$ cat config.mk
export PLATFORM = sky130hd
export DESIGN_NAME = jx2_mem_arb_n
export DESIGN_NICKNAME = d
export VERILOG_FILES = /design/src/rtl/jx2_mem_arb_n.sv
export SDC_FILE = /design/constraint.sdc
export NUM_CORES = 1
export LEC_CHECK = 0
export BUFFER_PORTS_ARGS = -buffer_cell sky130_fd_sc_hd__buf_4
export CAP_MARGIN = 20
export CELL_PAD_IN_SITES_DETAIL_PLACEMENT = 1
export CELL_PAD_IN_SITES_GLOBAL_PLACEMENT = 1
export CORE_AREA = 2 2 619 621
export DETAILED_ROUTE_END_ITERATION = 7
export DIE_AREA = 0 0 621 623
export PLACE_DENSITY_LB_ADDON = 0.1
export SYNTH_ARGS = -nofsm -noshare
export SYNTH_HDL_FRONTEND = slang
export SYNTH_SLANG_ARGS = --single-unit
$ cat constraint.sdc
create_clock -name clock -period 2.9 [get_ports clock]
set_clock_uncertainty 0.1 [all_clocks]
set_input_delay 0.435 -clock clock [delete_from_list [all_inputs] [get_ports clock]]
set_output_delay 0.435 -clock clock [all_outputs]
set_load 0.005 [all_outputs]
$ cat src/rtl/jx2_mem_arb_n.sv
// jx2_mem_arb_n -- N-channel memory-tile arbiter.
//
// Multiplexes NCH L1-side request channels (I$, D$, page walker, DMA, ...)
// onto a single memory-tile port. The arbiter grants one channel at a time and
// holds that grant until the owner drops its opm. Winners are chosen either
// round-robin (RR_MODE=1) or by fixed lowest-index priority (RR_MODE=0).
// If TMO_CYC is nonzero, a transaction that stays BUSY too long is faulted and
// released. Memory-tile exceptions are forwarded one cycle later through
// registers.
//
// Ports:
//   clock, reset         core clock, asynchronous active-high reset
//   chInAddr/Data/Opm    per-channel request; channel i at slice [i*W +: W]
//   chOutData            load data, broadcast (wired to memInData)
//   chOutOK              per-channel 2-bit OK code (0 READY,1 OK,2 HOLD,3 FAULT)
//   chGrant              one-hot owner, zero when nobody owns the port
//   memAddr/Data/Opm     request towards the memory tile
//   memInData/OK         response from the memory tile
//   memExc/memTea        memory tile exception code / TEA
//   outExc/outTea        registered exception code / TEA
module jx2_mem_arb_n #(
  parameter int NCH     = 2,
  parameter int DW      = 256,
  parameter int AW      = 48,
  parameter int RR_MODE = 1,
  parameter int TMO_CYC = 4096
) (
  input  logic              clock,
  input  logic              reset,
  input  logic [NCH*AW-1:0] chInAddr,
  input  logic [NCH*DW-1:0] chInData,
  input  logic [NCH*5-1:0]  chInOpm,
  output logic [DW-1:0]     chOutData,
  output logic [NCH*2-1:0]  chOutOK,
  output logic [NCH-1:0]    chGrant,
  output logic [AW-1:0]     memAddr,
  output logic [DW-1:0]     memData,
  output logic [4:0]        memOpm,
  input  logic [DW-1:0]     memInData,
  input  logic [1:0]        memOK,
  input  logic [15:0]       memExc,
  input  logic [63:0]       memTea,
  output logic [15:0]       outExc,
  output logic [63:0]       outTea
);

  localparam int IW = (NCH > 1) ? $clog2(NCH) : 1;
  localparam int TW = (TMO_CYC > 1) ? $clog2(TMO_CYC) : 1;
  localparam logic [TW-1:0] TMO_LAST = TW'(TMO_CYC - 1);

  localparam logic [1:0] OK_READY = 2'd0;
  localparam logic [1:0] OK_HOLD  = 2'd2;
  localparam logic [1:0] OK_FAULT = 2'd3;

  typedef enum logic [1:0] {
    ST_IDLE,
    ST_BUSY,
    ST_RELEASE
  } state_t;

  state_t          state_q, state_d;
  logic [IW-1:0]   gnt_idx_q, gnt_idx_d;
  logic [IW-1:0]   rr_ptr_q, rr_ptr_d;
  logic [TW-1:0]   tmo_cnt_q, tmo_cnt_d;
  logic [15:0]     out_exc_q, out_exc_d;
  logic [63:0]     out_tea_q, out_tea_d;

  logic [AW-1:0]   ch_addr [NCH];
  logic [DW-1:0]   ch_data [NCH];
  logic [4:0]      ch_opm  [NCH];
  logic [NCH-1:0]  ch_req;

  logic [IW-1:0]   win_idx;
  logic [IW-1:0]   cand_idx;
  logic            win_found;
  logic            busy;
  logic            tmo_fire;

  // Unpack the flat per-channel buses.
  always_comb begin
    for (int unsigned i = 0; i < NCH; i++) begin
      ch_addr[i] = chInAddr[i*AW +: AW];
      ch_data[i] = chInData[i*DW +: DW];
      ch_opm[i]  = chInOpm[i*5 +: 5];
      ch_req[i]  = |chInOpm[i*5 +: 5];
    end
  end

  // Winner: first requester scanning from rr_ptr (round-robin) or from 0.
  always_comb begin
    win_idx   = '0;
    win_found = 1'b0;
    cand_idx  = '0;
    for (int unsigned k = 0; k < NCH; k++) begin
      if (RR_MODE != 0) cand_idx = IW'((32'(rr_ptr_q) + k) % NCH);
      else              cand_idx = IW'(k);
      if (!win_found && ch_req[cand_idx]) begin
        win_found = 1'b1;
        win_idx   = cand_idx;
      end
    end
  end

  assign busy     = (state_q == ST_BUSY);
  assign tmo_fire = (TMO_CYC != 0) && busy && (tmo_cnt_q == TMO_LAST);

  always_comb begin
    state_d   = state_q;
    gnt_idx_d = gnt_idx_q;
    rr_ptr_d  = rr_ptr_q;
    tmo_cnt_d = tmo_cnt_q;
    unique case (state_q)
      ST_IDLE: begin
        if (win_found && memOK == OK_READY) begin
          state_d   = ST_BUSY;
          gnt_idx_d = win_idx;
          tmo_cnt_d = '0;
        end
      end
      ST_BUSY: begin
        tmo_cnt_d = tmo_cnt_q + TW'(1);
        if (ch_opm[gnt_idx_q] == 5'd0 || tmo_fire) state_d = ST_RELEASE;
      end
      ST_RELEASE: begin
        if (memOK == OK_READY) begin
          state_d  = ST_IDLE;
          rr_ptr_d = (gnt_idx_q == IW'(NCH - 1)) ? '0 : gnt_idx_q + IW'(1);
        end
      end
      default: state_d = ST_IDLE;
    endcase
  end

  // A timeout takes precedence over whatever the memory tile reports.
  always_comb begin
    out_exc_d = '0;
    out_tea_d = '0;
    if (tmo_fire) begin
      out_exc_d = 16'h8001;
      out_tea_d = 64'(ch_addr[gnt_idx_q]);
    end else if (memExc[15]) begin
      out_exc_d = memExc;
      out_tea_d = memTea;
    end
  end

  always_ff @(posedge clock or posedge reset) begin
    if (reset) begin
      state_q   <= ST_IDLE;
      gnt_idx_q <= '0;
      rr_ptr_q  <= '0;
      tmo_cnt_q <= '0;
      out_exc_q <= '0;
      out_tea_q <= '0;
    end else begin
      state_q   <= state_d;
      gnt_idx_q <= gnt_idx_d;
      rr_ptr_q  <= rr_ptr_d;
      tmo_cnt_q <= tmo_cnt_d;
      out_exc_q <= out_exc_d;
      out_tea_q <= out_tea_d;
    end
  end

  // Only the BUSY owner sees the memory status; everyone else sees the
  // idle view (HOLD while requesting, READY otherwise).
  always_comb begin
    chOutOK = '0;
    chGrant = '0;
    for (int unsigned i = 0; i < NCH; i++) begin
      chOutOK[i*2 +: 2] = ch_req[i] ? OK_HOLD : OK_READY;
      if (busy && gnt_idx_q == IW'(i)) begin
        chOutOK[i*2 +: 2] = tmo_fire ? OK_FAULT : memOK;
        chGrant[i]        = 1'b1;
      end
    end
  end

  assign memAddr   = busy ? ch_addr[gnt_idx_q] : '0;
  assign memData   = busy ? ch_data[gnt_idx_q] : '0;
  assign memOpm    = busy ? ch_opm[gnt_idx_q]  : '0;
  assign chOutData = memInData;
  assign outExc    = out_exc_q;
  assign outTea    = out_tea_q;

endmodule

== After elaboration in Yosys (flattened, before gate mapping) ==
Index checks and enable logic that the tools add are counted.

* Flip-flop bits (word level): 96
* Word-level logic and storage cells: 75
* Input port bits: 958

* Add/subtract/negate cells: 3
* Reduce and logical (&&, ||, !) cells: 17
* Multiplexer cells: 38
* Bitwise gates (word level): 2
* Eq/ne operators: 6
* $lt $le $gt $ge: 3

{| class="wikitable"
|+ Operators by type and width
! kind !! count
|-
| $mux 256 || 4
|-
| $mux 48 || 4
|-
| $mux 64 || 2
|-
| $mux 16 || 2
|-
| $pmux 12 s2 || 1
|-
| $mux 5 || 4
|-
| $mux 2 || 8
|-
| $add 12x1->12 const B || 1
|-
| $eq 12x12->1 const B || 1
|-
| $mux 12 || 1
|-
| $mux 1 || 11
|-
| $reduce_or 5->1 || 2
|-
| $pmux 2 s3 || 1
|-
| $reduce_and 2->1 || 3
|-
| $logic_and 1x1->1 || 5
|-
| $logic_not 5->1 || 1
|-
| $logic_not 2->1 || 2
|-
| $lt 1x2->1 const B || 2
|-
| $ne 2x2->1 const B || 2
|-
| $reduce_and 3->1 || 1
|-
| $add 1x1->1 const B || 2
|-
| $eq 2x1->1 const B || 1
|-
| $eq 2x2->1 const B || 1
|-
| $ge 2x2->1 const B || 1
|-
| other kinds (6) || 6
|}

== Depth between registers and ports, before layout ==
* Depth in word-level cells: 10
* Gate-level depth with buffers: 7
* Mapped depth without buffers: 5

== Worst setup path before layout ==
OpenSTA, ideal clock, no wires.

* Path kind: register to output
* From: register tmo_cnt_q[0]
* To: output port chOutOK[0]
* Setup slack: 1.023 ns
* Cell stages (with the launch flop): 7
* Buffers on the path: 1
* Data arrival time: 1.342 ns
* Cell sequence: dfrtp_1 -> ha_1 -> and4_1 -> nand4_4 -> buf_6 -> nor2b_1 -> nor3_1

* Word-level cells in the longest chain between the ends: 4

{| class="wikitable"
|+ Ends and longest elaborated chain
! item !! RTL line !! RTL
|-
| from (decl) || 64 || <nowiki>logic [TW-1:0] tmo_cnt_q, tmo_cnt_d;</nowiki>
|-
| from (signal assigned) || 159 || <nowiki>tmo_cnt_q <= tmo_cnt_d;</nowiki>
|-
| $eq 12x12->1 || 105 || <nowiki>assign tmo_fire = (TMO_CYC != 0) && busy && (tmo_cnt_q == TMO_LAST);</nowiki>
|-
| $logic_and 1x1->1 || 105 ||
|-
| $mux 2 || 173 || <nowiki>chOutOK[i*2 +: 2] = tmo_fire ? OK_FAULT : memOK;</nowiki>
|-
| $mux 2 || 172 || <nowiki>if (busy && gnt_idx_q == IW'(i)) begin</nowiki>
|-
| to (decl) || 34 || <nowiki>output logic [NCH*2-1:0] chOutOK,</nowiki>
|}

Every way passes these cells.

== Worst setup path after layout ==
* From: register gnt_idx_q
* To: output port memData[219]

* Word-level cells in the longest chain between the ends: 5

{| class="wikitable"
|+ Ends and longest elaborated chain
! item !! RTL line !! RTL
|-
| from (decl) || 62 || <nowiki>logic [IW-1:0] gnt_idx_q, gnt_idx_d;</nowiki>
|-
| from (signal assigned) || 157 || <nowiki>gnt_idx_q <= gnt_idx_d;</nowiki>
|-
| $not 1->2 (implied by the code) || 180 || <nowiki>assign memData = busy ? ch_data[gnt_idx_q] : '0;</nowiki>
|-
| $mux 256 (implied by the code) (3 in a row) || 180 ||
|-
| $mux 256 || 180 ||
|-
| to (decl) || 37 || <nowiki>output logic [DW-1:0] memData,</nowiki>
|}

Every way passes these cells. The select of a mux whose other input is x is not followed.

==> impl_metrics.yaml <==
critical_path:
  rr_worst_depth: 6
  ff2ff_setup_slack_ps: 390
  path_cells: "buf_16 > buf_12 > mux2i_4 > buf_4 > nor2_1 > buf_4"
  worstPathArrival_ps: 2290
  crit_path_frequent_cell: "buf_4"
  crit_type: "reg2out"
  slowest_delay_ps: 490
  required_ps: 2370
  r2r_start: "tmo_cnt_q[0]"
  cp-start-kind: "register"
  reg2reg_to: "outTea[13]"
  critPathMaxFanout: 21
  worst_path_max_delay_cell: "dfrtp_4"
  crit_path_end_kind: "output port"
yosys:
  async_flop_share_pct: 100
  yosysWarnings: 0
  avgSynthCellArea_um2: 8.03
  synth_edf_count: 0
  syn_inst: 1282
  synth_fa_ha_area_share_pct: 0.122
  synth-simple-area-share_pct: 18.5
  synth_top_family_by_area: "multiplexers"
  ys_seq_elements: 96
  synthesis.area_um2: 10300
  synth_cell_types: 41
  syn-num-nets: 2241
  synth_seq_area_share_pct: 23.3
  synthMuxAreaShare_pct: 30.7
  synth_compound_area_share_pct: 4.00
  synth-main-ff-cell: "dfrtp_1"
  synth_xor_area_share_pct: 0.0851
placed_design:
  place_ws_ps: -9.03
  routabilityCongestion: 0.752
  dp_hpwl_mm: 188
  portBuffers: 1096
cts:
  cts_tree: "done"
  htreeDepth: 3
  cts_root_buf: "clkbuf_16"
  numCtsBuffers: 9
  clkLatencyLatePin_ps: 440
  clkTransAtPathRegs_ps: 100
  cts_sinks: 96
  cts_buffer_depth: 2
floorplan:
  core_um2: 381000
  dieArea_um2: 387000
  ios: 1609
  initial_core_util_pct: 2.70
  dieWidth_um: 621
  rows: 227
  dieHeight_um: 623
global_route:
  grt_pass1_wl_mm: 241
  grt_pass1_vias: 14500
  grt_max_degree: 59
  top_usage_layer: "met2"
  grt_use_met1_pct: 9.38
  antenna_found_initial: 24
  grt_util_all_layers_pct: 10.2
  grt_use_met3_pct: 5.88
  grt-ovfl-total: 0
  grt_use_met2_pct: 19.0
finish:
  area_growth_pct: 145
  drive_gt1_share_pct: 62.3
  final_common_cell: "buf_4"
  fillers: 45400
  nets: 3173
  layout_common_cells: "buf_4, nor2_1, mux2i_1"
routing:
  route.detailed.wl_per_inst_um: 28.3
  vias: 13300
  initialDrtViolationCount: 431
  wl_mm: 205
  ant_nets: 0
  drc: 0
  routed_via_density: 1.83
  drt_first_pass_iters: 4
run_status:
  status: "completed"
sta:
  setup_viol: 0
  hold_viol: 0
  period_minus_slack_ps: 2830
  timing.fmax_ghz: 0.353
  drv_slew: 0
  worst_pin_slew_ps: 718
  fin_ws_ps: 70.1
  period_share_pct: 97.6
  rsz0062_at_grt: "yes"
  relSlewSlack_pct: 50.8
power:
  powerDensity_nw_per_um2: 438
  p_leak_nw: 9.80
  fin_total_pwr_mw: 11.1
  vdd_ir_drop_max_uv: 253
job:
  max_cap_violations: 0
min_path:
  min_from: "memExc[0]"
  hold_end: "outExc[0]"
  hp-class: "in2reg"
  worstHoldPathCells: 3
## area by class of cell
type | count | area [µm²] | area share (%)
multi-input cells | 832 | 6170 | 24.4
clock buffers | 9 | 225 | 0.892
repair buffers | 1273 | 10000 | 39.7
diodes | 5 | 12.5 | 0.0495
flip-flops and latches | 96 | 2410 | 9.53
well taps | 5038 | 6300 | 25.0
clock inverters | 7 | 93.8 | 0.371
inverters | 2 | 11.3 | 0.0446
## metrics by stage
step	setup TNS, ps	cells	utilization, %	hold WS [ps]	cell area, µm²
global placement	-862	7211	6.25	388	23800
finish	0	7262	6.64	95.4	25300
detailed placement	-9.03	7217	6.27	341	23900
floorplan	0	1282	-	349	10300
global route	-300	7257	6.63	88.2	25200
CTS	-1510	7238	6.53	48.0	24900
## sequential cells by signal, summed over array words and instances (netlist names)
register	cells
outTea	64
state_q	2
gnt_idx_q	1
outExc	16
rr_ptr_q	1
tmo_cnt_q	12
## worst max-delay path, delay by kind of cell (launching register included)
kind,cells,cell delay (ps)
buffers and inverters,4,840
flip-flops,1,490
multiplexers,1,370
AND/OR/NAND/NOR,1,80
## worst max path at each step
| stage | start | endpoint | slack [ps] |
|---|---|---|---|
| finish | gnt_idx_q | memData[219] | 70 |
| global route | gnt_idx_q | memData[219] | -50 |
| CTS | gnt_idx_q | memData[187] | -180 |
| detailed placement | gnt_idx_q | memData[141] | -9 |
| global placement | gnt_idx_q | memData[182] | -340 |
| floorplan | tmo_cnt_q[0] | chOutOK[0] | 1020 |
## where the power goes
part | switching [mW] | internal [mW] | leakage [nW]
Combinational | 4.39 | 3.56 | 8.42
Sequential | 0.137 | 1.48 | 1.23
Clock | 0.884 | 0.629 | 0.154
Total | 5.41 | 5.67 | 9.80
## what timing repair did
item	in CTS	in global routing
hold buffers	1	0
hold endpoints to repair	3	0
buffers inserted	1	16
setup endpoints to repair	115	46
gates resized for setup	111	35
gates cloned	3	3
## logic make-up (layout without fill, tap and decap cells)
kind of cell	after synthesis	in the layout
xor gates and xnor gates	1	1
AOI/OAI and AO/OA	72	72
adders and majority gates	1	1
and+or+nand+nor	443	443
other	0	5
muxes	315	315
buffers and inverters	354	1291
DFF	96	96
## cell usage after synthesis, types with 4 or more instances
library cell | count | area [µm²]
a22o_1 | 4 | 35.0
and3_1 | 32 | 200
buf_1 | 5 | 18.8
dfrtp_1 | 96 | 2400
nand2_1 | 12 | 45.0
buf_4 | 257 | 1930
buf_2 | 74 | 370
nor3_1 | 6 | 30.0
mux2i_1 | 311 | 3110
nor2_1 | 322 | 1210
nand3_1 | 52 | 260
clkbuf_1 | 15 | 56.3
o21ai_0 | 54 | 270
## layer usage
metal | up-vias | share of wire [%]
met5 | - | 0.17
met4 | 4 | 2.4
met3 | 129 | 13
met2 | 915 | 53
met1 | 6317 | 32
li1 | 5920 | -
No activity file was read; power rests on OpenSTA's default activity.
